<file path="config.mk">
export PLATFORM = sky130hd
export DESIGN_NAME = multi_mode_ring_counter
export DESIGN_NICKNAME = d
export VERILOG_FILES = /design/src/rtl/multi_mode_ring_counter.sv
export SDC_FILE = /design/constraint.sdc
export NUM_CORES = 1
export LEC_CHECK = 0
export BUFFER_PORTS_ARGS = -buffer_cell sky130_fd_sc_hd__clkbuf_2
export CAP_MARGIN = 20
export CELL_PAD_IN_SITES_DETAIL_PLACEMENT = 0
export CELL_PAD_IN_SITES_GLOBAL_PLACEMENT = 1
export CORE_UTILIZATION = 30
export DETAILED_ROUTE_END_ITERATION = 8
export PLACE_DENSITY = 0.64
export SYNTH_ARGS = -nofsm -noshare
export SYNTH_HDL_FRONTEND = slang
export SYNTH_SLANG_ARGS = --single-unit
export TNS_END_PERCENT = 20
</file>
<file path="constraint.sdc">
create_clock -name clk -period 1.9 [get_ports clk]
set_input_delay 0.285 -clock clk [delete_from_list [all_inputs] [get_ports clk]]
set_output_delay 0.285 -clock clk [all_outputs]
set_load 0.01 [all_outputs]
</file>
<file path="src/rtl/multi_mode_ring_counter.sv">
// Ring / Johnson shift-register counter with direction, load, position index and wrap pulse.
// Optional illegal-state self-correction is compiled in with `define RING_SELF_CORRECT_EN.
module multi_mode_ring_counter #(
    parameter int N  = 8,
    parameter int PW = $clog2(2*N)
) (
    input  logic          clk,
    input  logic          reset,
    input  logic          en,
    input  logic          dir,
    input  logic          mode,
    input  logic          load,
    input  logic [N-1:0]  load_val,
    output logic [N-1:0]  Q,
    output logic [PW-1:0] pos,
    output logic          wrap,
    output logic          err
);

    localparam logic [PW:0] PERIOD_RING = (PW+1)'(N);
    localparam logic [PW:0] PERIOD_JOHN = (PW+1)'(2*N);
    localparam logic [N-1:0] START_RING = N'(1);
    localparam logic [N-1:0] START_JOHN = '0;

    logic [N-1:0]  q_q, q_d;
    logic [PW-1:0] pos_q, pos_d;
    logic          mode_q, mode_d;
    logic          wrap_q, wrap_d;
    logic          err_q, err_d;

    logic [PW:0]   period;
    logic [PW:0]   pos_ext;
    logic [PW:0]   pos_inc;
    logic [PW:0]   pos_dec;
    logic [N-1:0]  shifted;
    logic          illegal;

    always_ff @(posedge clk) begin
        q_q    <= q_d;
        pos_q  <= pos_d;
        mode_q <= mode_d;
        wrap_q <= wrap_d;
        err_q  <= err_d;
    end

`ifdef RING_SELF_CORRECT_EN
    // Ring codes must be one-hot; Johnson codes may change value at most once along the word.
    always_comb begin
        int ones;
        int edges;
        ones  = 0;
        edges = 0;
        for (int i = 0; i < N; i++) begin
            ones += int'(q_q[i]);
        end
        for (int i = 0; i < N-1; i++) begin
            edges += int'(q_q[i] ^ q_q[i+1]);
        end
        illegal = mode_q ? (edges > 1) : (ones != 1);
    end
`else
    assign illegal = 1'b0;
`endif

    always_comb begin
        period  = mode_q ? PERIOD_JOHN : PERIOD_RING;
        pos_ext = {1'b0, pos_q};
        pos_inc = pos_ext + (PW+1)'(1);
        pos_dec = (pos_q == '0) ? (period - (PW+1)'(1)) : (pos_ext - (PW+1)'(1));
        if (dir == 1'b0) begin
            shifted = {q_q[N-2:0], mode_q ? ~q_q[N-1] : q_q[N-1]};
        end else begin
            shifted = {mode_q ? ~q_q[0] : q_q[0], q_q[N-1:1]};
        end
    end

    always_comb begin
        q_d    = q_q;
        pos_d  = pos_q;
        mode_d = mode_q;
        wrap_d = 1'b0;
        err_d  = 1'b0;
        if (reset) begin
            q_d    = mode ? START_JOHN : START_RING;
            pos_d  = '0;
            mode_d = mode;
        end else if (load) begin
            q_d    = load_val;
            pos_d  = '0;
            mode_d = mode;
        end else if (mode != mode_q) begin
            q_d    = mode ? START_JOHN : START_RING;
            pos_d  = '0;
            mode_d = mode;
        end else if (en) begin
            if (illegal) begin
                q_d   = mode_q ? START_JOHN : START_RING;
                pos_d = '0;
                err_d = 1'b1;
            end else begin
                q_d = shifted;
                // Wrap fires when crossing the origin in either direction.
                if (dir == 1'b0) begin
                    if (pos_inc == period) begin
                        pos_d  = '0;
                        wrap_d = 1'b1;
                    end else begin
                        pos_d = pos_inc[PW-1:0];
                    end
                end else begin
                    pos_d  = pos_dec[PW-1:0];
                    wrap_d = (pos_q == '0);
                end
            end
        end
    end

    assign Q    = q_q;
    assign pos  = pos_q;
    assign wrap = wrap_q;
    assign err  = err_q;

endmodule

</file>
==> impl_results.md <==
* Lkg Pwr at approximately 0.45 nW
* Detail Route Antenna Nets at 0
* Number of remaining DRC errors at 0
* Sum of negative setup slack at 0 ns
* Buffers inserted by post-CTS timing repair at 0
* Final count of pins violating max slew at 0
* Terminus of the critical flop-to-flop path: pos[3]$_SDFFE_PP0P_
* Sequential area share after synthesis at 0.428
* Path class of the lowest-slack min-delay path: in -> reg
* Run status: complete, no violations
* Post-synth ARST share at 0
* Busiest grt layer: met2
* GRT met3 Usage at 0.0302
* Syn Nets at 108
* I/O pin total at 28
* Fin crit share at 0.872
* Number of enable-type register cells in the synthesized netlist at 9
* Syn_area_per_cell at 9.51 um^2
* Clock buffers created by TritonCTS at 3
* Synth area leader: edfxtp_1
* Worst Path Required at 2.11 ns
* Die X-Extent at 55.7 um
* Insertion delay of the later-clocked pin in the worst-skew pair at approximately 0.28 ns
* Clock transition time at the flip-flop clock pins of the worst setup and hold paths at 0.10 ns
* Post-layout power at 0.718 mW
* Endpoint class of the critical path: flip-flop
* Met2 capacity usage during global routing at 0.179
* Via count at 732
* Diodes inserted at 0
* Max Clk Rate at 603 MHz
* Dominant synthesized flop cell: edfxtp_1
* Maximum number of pins on one net before global-route repair at 14
* Critical Path Sink: pos[3]$_SDFFE_PP0P_
* Synth-to-Final Area Change at 21.2%
* Count of hold buffers inserted by post-cts repair at 0
* Via count of the first global-routing pass at between 600 and 700
* Layout cells sized above 1 at 0.288
* Met1 demand-to-capacity share in global routing at 0.170
* Setup repair after global routing missed its margin: no
* Post-Route WL at 1790 um
* Final layout net count at 136
* HPWL reported at the end of detailed placement at 1360 um
* Root Driver: clkbuf_4
* VDD IR-drop max at 0.356 mV
* Largest clock skew in the final design at 0.00909 ns
* Sink Count at 14
* Buffer levels on the longest clock path at 2
* Floorplan die height at 55.7 um
* Crit Path Class: reg -> reg
* Flop and latch count out of synthesis at 14
* Number of warning messages in the yosys log at 0
* Detailed-route wire length per cell at ~12 um
* Top-area cell type share of the netlist area at 0.312
* Row count at 19
* TritonCTS clock tree: yes
* Largest fanout on the critical path at 9
* Worst setup path start: pos[0]$_SDFFE_PP0P_
* Final setup violation count at 0
* Post-synthesis instance total at 91
* Wire length of the first global-routing pass at 2980 um
* Reg2reg setup slack at 0.24 ns
* Startpoint type of the worst setup path: flip-flop
* Average via count per standard cell at 4.91
* Max-cap viol count at 0
* Gpl congestion at approximately 0.78
* Final hold violations at 0
* Most common library cell in the layout ignoring fill and taps: clkbuf_2
* Starting utilization of the core area at 0.317
* Time the final worst path needs with I/O delays and setup at 1.66 ns
* Worst path arrival time at 1.86 ns
* Reg2Reg Launch Point: pos[0]$_SDFFE_PP0P_
* GR Util All Layers at 0.122
* Total of buffers placed on input and output ports at 26
* Top area cells in the synthesized netlist: edfxtp_1, dfxtp_1, mux2i_1, nand2_1, ha_1
* Commonest non-fill, non-tap cells in the layout: clkbuf_2, nand2_1, edfxtp_1
* DR iter-0 viols at 7
* Length of the first detailed-routing pass in iterations at 2
* Post-synth design cell area at between 800 and 900 um^2
* Core region area at between 2000 and 3000 um^2
* Number of gates resized after cts at 0
* Total Die Area at 3100 um^2
* Count of different cell masters after synthesis at 34
* Number of cells on the worst reg-to-reg path at 6
* Power density over the cells at 684 nW/um^2
* Antenna violations before repair at 0
* Total congestion overflow at 0
* Maximum level of the CTS H-tree at 1
-- worst min path at each step --
| stage | from | end | cells past startpoint |
|---|---|---|---|
| 4_1_cts | load_val[5] | Q[5]$_SDFFCE_PP0P_ | 3 |
| 3_5_place_dp | mode | mode_q$_DFFE_PP_ | 1 |
| 5_1_grt | mode | mode_q$_DFFE_PP_ | 1 |
| 3_3_place_gp | mode | mode_q$_DFFE_PP_ | 1 |
| 2_1_floorplan | mode | mode_q$_DFFE_PP_ | 0 |
| 6_report | load_val[5] | Q[5]$_SDFFCE_PP0P_ | 3 |
-- worst max-delay path: stages, from the launching register on --
cell	delay, ns
dfxtp_1	0.49
inv_1	0.11
ha_1	0.24
nor3_1	0.14
a211oi_1	0.06
or4_1	0.40
a31oi_1	0.16
-- cells in the mapped netlist (all sizes together) (2+ instances only) --
master,instances
mux2i,6
inv,3
buf,5
nand3,2
ha,3
a31oi,3
nor3b,2
edfxtp,9
dfxtp,5
nor2b,2
nor3,3
nor2,6
a211oi,2
nand2,13
xnor2,4
o21ai,8
-- power by group --
part	leakage, nW	switching, mW	internal [mW]	total, mW
Combinational	0.286	0.0676	0.0625	0.130
Sequential	0.143	0.0237	0.347	0.371
Clock	0.0210	0.101	0.116	0.217
-- logic make-up (layout without fill, tap and decap cells) --
kind of cell / after synthesis / in the layout / synth area share
other: 1 / 1 / 0.00433
AO/OA/AOI/OAI: 16 / 16 / 0.116
buffers and inverters: 9 / 36 / 0.0636
adder cells (fa/ha/maj): 3 / 3 / 0.0434
multiplexers: 7 / 7 / 0.0824
AND/OR/NAND/NOR: 36 / 36 / 0.212
XOR/XNOR: 5 / 5 / 0.0506
flip-flops: 14 / 14 / 0.428
-- layer usage --
metal / vias to the layer above / share of wire
met5: - / 0
met4: 0 / 0.0073
met3: 2 / 0.032
met2: 10 / 0.44
met1: 342 / 0.52
li1: 378 / -
-- area by class of cell --
class                      count  area [um^2]
tap                           31         38.8
multi-input combinational     68          440
fill                         277         1680
clock buffer                   4         36.3
timing repair buffer          29          153
sequential                    14          370
inverter                       3         11.3
-- stage by stage --
stage / util / std cells / cell area, um^2 / hold WS [ns] / setup WS (ns)
after floorplan: - / 91 / 866 / 0.384 / 0.316
after global placement: 0.371 / 145 / 1010 / 0.565 / 0.316
after detailed placement: 0.371 / 145 / 1010 / 0.563 / 0.252
after CTS: 0.384 / 149 / 1050 / 0.276 / 0.241
after global routing: 0.384 / 149 / 1050 / 0.272 / 0.108
final: 0.384 / 149 / 1050 / 0.282 / 0.242
-- sequential cells by signal (all words and copies together) (netlist names) --
register and cells:
pos 4, Q 8, mode_q 1, wrap 1
Note: power is estimated with default switching activity, not from simulation.
